## src/rtl/hex_ascii_tx_serializer_if.sv

```systemverilog
// Byte-stream bundle between a word source, the hex/ASCII serializer and a UART TX.
// DATA/START come from the source; TX_* is the valid/ready byte link to the UART.
interface hex_ascii_tx_serializer_if #(
    parameter int unsigned NIBBLES = 4
);
    logic [4*NIBBLES-1:0] DATA;
    logic                 START;
    logic                 BUSY;
    logic [7:0]           TX_DATA;
    logic                 TX_VALID;
    logic                 TX_READY;
    logic                 DONE;

    modport master (
        output DATA, START, TX_READY,
        input  BUSY, TX_DATA, TX_VALID, DONE
    );

    modport slave (
        input  DATA, START, TX_READY,
        output BUSY, TX_DATA, TX_VALID, DONE
    );
endinterface

```

## src/rtl/hex_ascii_tx_serializer.sv

```systemverilog
// Prints a binary word as ASCII hex digits (MS nibble first) over a valid/ready byte link.
// Optional HEX_ASCII_CRLF_EN appends CR, LF after every word.
module hex_ascii_tx_serializer #(
    parameter int unsigned NIBBLES = 4,
    parameter bit          UPPER   = 1'b1
) (
    input logic                      CLK,
    input logic                      RST_N,
    hex_ascii_tx_serializer_if.slave bus
);
    localparam int unsigned W = 4 * NIBBLES;

`ifdef HEX_ASCII_CRLF_EN
    typedef enum logic [1:0] {StIdle, StDigit, StCr, StLf} state_e;
`else
    typedef enum logic [0:0] {StIdle, StDigit} state_e;
`endif

    state_e         state_q, state_d;
    logic [W-1:0]   shreg_q, shreg_d;
    logic [2:0]     cnt_q, cnt_d;
    logic [7:0]     tx_data_q, tx_data_d;
    logic           tx_valid_q, tx_valid_d;
    logic           busy_q, busy_d;
    logic           done_q, done_d;
    logic           finish;

    function automatic logic [7:0] encode(input logic [3:0] n);
        if (n < 4'd10) begin
            return 8'h30 + {4'h0, n};
        end
        return (UPPER ? 8'h41 : 8'h61) + {4'h0, n} - 8'd10;
    endfunction

    always_comb begin
        state_d    = state_q;
        shreg_d    = shreg_q;
        cnt_d      = cnt_q;
        tx_data_d  = tx_data_q;
        tx_valid_d = tx_valid_q;
        busy_d     = busy_q;
        done_d     = 1'b0;
        finish     = 1'b0;

        case (state_q)
            StIdle: begin
                if (bus.START) begin
                    shreg_d    = bus.DATA;
                    cnt_d      = 3'(NIBBLES - 1);
                    busy_d     = 1'b1;
                    tx_valid_d = 1'b1;
                    tx_data_d  = encode(bus.DATA[W-1 -: 4]);
                    state_d    = StDigit;
                end
            end
            StDigit: begin
                if (bus.TX_READY) begin
                    if (cnt_q != 3'd0) begin
                        shreg_d   = shreg_q << 4;
                        cnt_d     = cnt_q - 3'd1;
                        tx_data_d = encode(shreg_d[W-1 -: 4]);
                    end else begin
`ifdef HEX_ASCII_CRLF_EN
                        tx_data_d = 8'h0D;
                        state_d   = StCr;
`else
                        finish = 1'b1;
`endif
                    end
                end
            end
`ifdef HEX_ASCII_CRLF_EN
            StCr: begin
                if (bus.TX_READY) begin
                    tx_data_d = 8'h0A;
                    state_d   = StLf;
                end
            end
            StLf: begin
                if (bus.TX_READY) begin
                    finish = 1'b1;
                end
            end
`endif
            default: state_d = StIdle;
        endcase

        // Completion leaves TX_DATA holding the last byte; only TX_VALID matters.
        if (finish) begin
            state_d    = StIdle;
            busy_d     = 1'b0;
            tx_valid_d = 1'b0;
            done_d     = 1'b1;
        end
    end

    always_ff @(posedge CLK) begin
        if (!RST_N) begin
            state_q    <= StIdle;
            shreg_q    <= '0;
            cnt_q      <= 3'd0;
            tx_data_q  <= 8'h00;
            tx_valid_q <= 1'b0;
            busy_q     <= 1'b0;
            done_q     <= 1'b0;
        end else begin
            state_q    <= state_d;
            shreg_q    <= shreg_d;
            cnt_q      <= cnt_d;
            tx_data_q  <= tx_data_d;
            tx_valid_q <= tx_valid_d;
            busy_q     <= busy_d;
            done_q     <= done_d;
        end
    end

    assign bus.TX_DATA  = tx_data_q;
    assign bus.TX_VALID = tx_valid_q;
    assign bus.BUSY     = busy_q;
    assign bus.DONE     = done_q;
endmodule

```

## src/flat_wrapper.sv

```systemverilog
// flat-port wrapper written by rule: the top's interface ports become plain ports
module hex_ascii_tx_serializer_flat 
#(
    parameter int unsigned NIBBLES = 4,
    parameter bit          UPPER   = 1'b1
)
  (CLK, RST_N, bus_DATA, bus_START, bus_TX_READY, bus_BUSY, bus_TX_DATA, bus_TX_VALID, bus_DONE);
  hex_ascii_tx_serializer_if #(.NIBBLES(NIBBLES)) bus_i ();
  input logic CLK;
  input logic RST_N;
  input wire logic [$bits(bus_i.DATA)-1:0] bus_DATA;
  input wire logic [$bits(bus_i.START)-1:0] bus_START;
  input wire logic [$bits(bus_i.TX_READY)-1:0] bus_TX_READY;
  output wire logic [$bits(bus_i.BUSY)-1:0] bus_BUSY;
  output wire logic [$bits(bus_i.TX_DATA)-1:0] bus_TX_DATA;
  output wire logic [$bits(bus_i.TX_VALID)-1:0] bus_TX_VALID;
  output wire logic [$bits(bus_i.DONE)-1:0] bus_DONE;
  assign bus_i.DATA = bus_DATA;
  assign bus_i.START = bus_START;
  assign bus_i.TX_READY = bus_TX_READY;
  assign bus_BUSY = bus_i.BUSY;
  assign bus_TX_DATA = bus_i.TX_DATA;
  assign bus_TX_VALID = bus_i.TX_VALID;
  assign bus_DONE = bus_i.DONE;
  hex_ascii_tx_serializer #(.NIBBLES(NIBBLES), .UPPER(UPPER)) u_core (.CLK(CLK), .RST_N(RST_N), .bus(bus_i));
endmodule
```

## config.mk

```make
export PLATFORM = sky130hd
export DESIGN_NAME = hex_ascii_tx_serializer_flat
export DESIGN_NICKNAME = d
export VERILOG_FILES = /design/src/rtl/hex_ascii_tx_serializer_if.sv /design/src/rtl/hex_ascii_tx_serializer.sv /design/src/flat_wrapper.sv
export SDC_FILE = /design/constraint.sdc
export NUM_CORES = 1
export LEC_CHECK = 0
export BUFFER_PORTS_ARGS = -buffer_cell sky130_fd_sc_hd__buf_2
export CORE_MARGIN = 2
export CORE_UTILIZATION = 56
export DETAILED_ROUTE_END_ITERATION = 8
export PLACE_DENSITY = 0.9
export SKIP_CTS_REPAIR_TIMING = 1
export SLEW_MARGIN = 20
export SYNTH_ARGS = -nofsm -noshare
export SYNTH_HDL_FRONTEND = slang
export SYNTH_SLANG_ARGS = --single-unit
```

## constraint.sdc

```tcl
create_clock -name CLK -period 2.7 [get_ports CLK]
set_clock_uncertainty 0.1 [all_clocks]
set_input_delay 0.135 -clock CLK [delete_from_list [all_inputs] [get_ports CLK]]
set_output_delay 0.135 -clock CLK [all_outputs]
set_load 0.005 [all_outputs]
```

==> results.sh <==
export IMPL_port_buffers=29
export IMPL_grtUsageTotal=0.203
export IMPL_area_growth_pct=16.5
export IMPL_syn_area_mm2=0.00126
export IMPL_outcome="finished with violations"
export IMPL_clkSinkCount=25
export IMPL_synth_top_family_by_area="compound AO/OA/AOI/OAI gates"
export IMPL_synth_seq_cells=25
export IMPL_finalNonFillerCells=194
export IMPL_power_density_mw_per_mm2=538
export IMPL_fin_ws_ns=0.631
export IMPL_m1WireLength_um=1090
export IMPL_die_area_mm2=0.00265
export IMPL_vias=1065
export IMPL_cts_root_buf="clkbuf_4"
export IMPL_cp_start_kind="flop"
export IMPL_slew_limit_headroom=0.467
export IMPL_ir_drop_mv=0.415
export IMPL_criticalPathCategory="reg -> reg"
export IMPL_ant_nets=0
export IMPL_fin_nets=191
export IMPL_clkTransAtPathRegs_ns=0.14
export IMPL_p_leak_nw=0.646
export IMPL_timing_hold_ws_ns=-0.0380
export IMPL_period_needed_ns=2.07
export IMPL_highest_layer="met4"
export IMPL_drive_gt1_frac=0.283
export IMPL_worstSkewPairLatency_ns=0.33
export IMPL_synthCells=136
export IMPL_wl_per_cell_um=12.9
export IMPL_clock_fmax_mhz=483
export IMPL_syn_area_per_cell_um2=9.26
export IMPL_pre_cts_ws_ns=0.656
export IMPL_synth_fp_nets=160
export IMPL_die_w_um=51.4
export IMPL_path_cells="inv_1 -> ha_1 -> ha_1 -> and3b_4 -> or2_1 -> buf_4 -> mux2i_1 -> nor2_1"
export IMPL_synthXorXnorAreaFrac=0.0139
export IMPL_worstMarginPinSlew_ns=0.796
export IMPL_crit_top_cell="ha_1"
export IMPL_drc=0
export IMPL_violations="hold timing"
export IMPL_htree_levels=1
export IMPL_maxCapViolations=0
export IMPL_slowest_delay_ns=0.40
export IMPL_reg2reg_slack_ns=0.63
export IMPL_synth_simple_area_share=0.134
export IMPL_crit_fanout=24
export IMPL_drt_iter0_markers=14
export IMPL_die_height_um=51.4
export IMPL_ys_seq_area_frac=0.397
export IMPL_detail_route_vias_per_cell=5.49
export IMPL_cts_buffers=3
export IMPL_io_pins=31
export IMPL_initial_core_util=0.581
export IMPL_antenna_found_initial=0
export IMPL_placementRows=17
export IMPL_grt_pass1_vias=965
export IMPL_cp_num_cells=8
export IMPL_hp_start="bus_DATA[3]"
export IMPL_crit_reg2reg_capture="u_core.bus.TX_DATA[5]"
export IMPL_worstPathRequired_ns=2.81
export IMPL_synth_compound_area_share=0.237
export IMPL_endpoint="u_core.bus.TX_DATA[5]"
export IMPL_clockBufferDepth=2
export IMPL_fin_crit_sh=0.766
export IMPL_drv_slew=0
export IMPL_setup_viol=0
export IMPL_synth_distinct_cells=33
export IMPL_met2_length_um=1270
export IMPL_ff2ff_path_depth=8
export IMPL_wl_um=2500
export IMPL_hold_path_class="in -> reg"
export IMPL_yosys_warnings=0
export IMPL_grt_pass1_wl_um=4050
export IMPL_dpl_hpwl_um=1780
export IMPL_wl_met3_um=91
export IMPL_setup_tns_ns=0
export IMPL_diodes=0
export IMPL_muxShareOfSynthArea=0.0884
export IMPL_gr_total_overflow=0
export IMPL_synthAdderAreaFrac=0.0397
export IMPL_end_kind="flop"
export IMPL_cp_top_family="simple AND/OR/NAND/NOR gates"
export IMPL_gp_congestion=0.868
export IMPL_grt_max_degree=25
export IMPL_worstSetupStartpoint="u_core.cnt_q[0]"
export IMPL_finalHoldViolations=2
export IMPL_postLayoutCoreUtil=0.676
export IMPL_first_pass_iters=4
export IMPL_place_inst=185
export IMPL_fillers=183
export IMPL_arrival_ns=2.18
export IMPL_cp_num_buf_inv=2
export IMPL_tritoncts="yes"
export IMPL_core_area_mm2=0.00217
export IMPL_grt_setup_unrepaired="no"
export IMPL_slowest_stage="dfxtp_1"
export IMPL_r2r_start="u_core.cnt_q[0]"
## metrics by stage
| stage | total power, mW | instance area [um^2] |
|---|---|---|
| finish | 0.789 | 1470 |
| global route | 0.830 | 1470 |
| CTS | 0.786 | 1420 |
| detailed placement | 0.618 | 1390 |
| global placement | 0.606 | 1390 |
| floorplan | 0.569 | 1260 |
## cells by family after synthesis
group / Yosys count
compound gates: 37
xor+xnor: 2
fa+ha+maj: 4
buf+inv: 21
flops: 25
mux: 11
other cells: 1
simple gates: 35
## flip-flops by register name, summed over array words and instances, names as in the netlist
register             cells
u_core.shreg_q          12
u_core.bus.TX_DATA       7
u_core.cnt_q             3
u_core.bus.DONE          1
u_core.bus.TX_VALID      1
u_core.state_q           1
## metal layers
metal  global-route usage  up-vias
met1                0.245      498
met4                0.105        0
met5                    0        -
met3               0.0175        5
li1                     -      538
met2                0.357       24
## worst reg2reg max path: cells and delay by family (launching register included)
family                     cells  cell delay (ns)
and+or+nand+nor                3             0.48
DFF                            1             0.40
adders and majority gates      2             0.38
buffers and inverters          2             0.34
muxes                          1             0.25
## how the worst min path moves through the flow
stage               cells after the start                    end  slack [ns]
global route                            3      u_core.shreg_q[3]       0.008
detailed placement                      2         u_core.state_q        0.28
CTS                                     2         u_core.state_q       -0.07
global placement                        2         u_core.state_q        0.27
finish                                  3      u_core.shreg_q[3]       -0.04
floorplan                               1  u_core.bus.TX_DATA[6]        0.17
## synthesized netlist by cell type
| master | number | area share |
|---|---|---|
| dfxtp_1 | 25 | 0.40 |
| nor2_1 | 20 | 0.060 |
| inv_1 | 11 | 0.033 |
| a21oi_1 | 10 | 0.040 |
| mux2i_1 | 10 | 0.079 |
| a211oi_2 | 9 | 0.089 |
| nand2_1 | 5 | 0.015 |
| a22oi_1 | 4 | 0.024 |
| ha_1 | 4 | 0.040 |
| o21ai_1 | 4 | 0.016 |
| buf_2 | 3 | 0.012 |
| buf_4 | 3 | 0.018 |
| a211oi_1 | 2 | 0.012 |
| and4b_1 | 2 | 0.016 |
| buf_6 | 2 | 0.018 |
| clkbuf_1 | 2 | 0.0060 |
| nand3_1 | 2 | 0.0079 |
| o211a_1 | 2 | 0.016 |
| xnor2_1 | 2 | 0.014 |
| a211o_1 | 1 | 0.0070 |
| a221oi_1 | 1 | 0.0070 |
| a311oi_1 | 1 | 0.0070 |
| a32oi_1 | 1 | 0.0070 |
| and3b_4 | 1 | 0.0099 |
| conb_1 | 1 | 0.0030 |
| mux2_2 | 1 | 0.0089 |
| nor2b_1 | 1 | 0.0050 |
| nor2b_2 | 1 | 0.0070 |
| nor3_1 | 1 | 0.0040 |
| nor4_1 | 1 | 0.0050 |
| o211ai_1 | 1 | 0.0060 |
| o311ai_1 | 1 | 0.0070 |
| or2_1 | 1 | 0.0050 |
## cells in the final DEF (no fill, tap or decap), types with 3 or more instances in the layout
master | synthesis | layout
a211oi_2 | 9 | 9
a21oi_1 | 10 | 10
a22oi_1 | 4 | 4
buf_2 | 3 | 29
clkbuf_4 | 0 | 3
dfxtp_1 | 25 | 25
dlygate4sd3_1 | 0 | 5
ha_1 | 4 | 4
inv_1 | 11 | 11
mux2i_1 | 10 | 10
nand2_1 | 5 | 5
nor2_1 | 20 | 20
o21ai_1 | 4 | 4
## where the power goes
part / internal [mW] / switching, mW
combinational: 0.0889 / 0.102
sequential: 0.402 / 0.0237
clock: 0.0568 / 0.116
total: 0.548 / 0.241
## cell type report
cell class / count / area, um^2 / share of cell area
tap: 28 / 35.0 / 0.0239
multi-input combinational: 90 / 651 / 0.443
sequential: 25 / 500 / 0.341
inverter: 11 / 41.3 / 0.0281
clock buffer: 3 / 22.5 / 0.0153
clock inverter: 1 / 7.51 / 0.00512
timing repair buffer: 36 / 210 / 0.143
(Power assumes the default switching activity.)
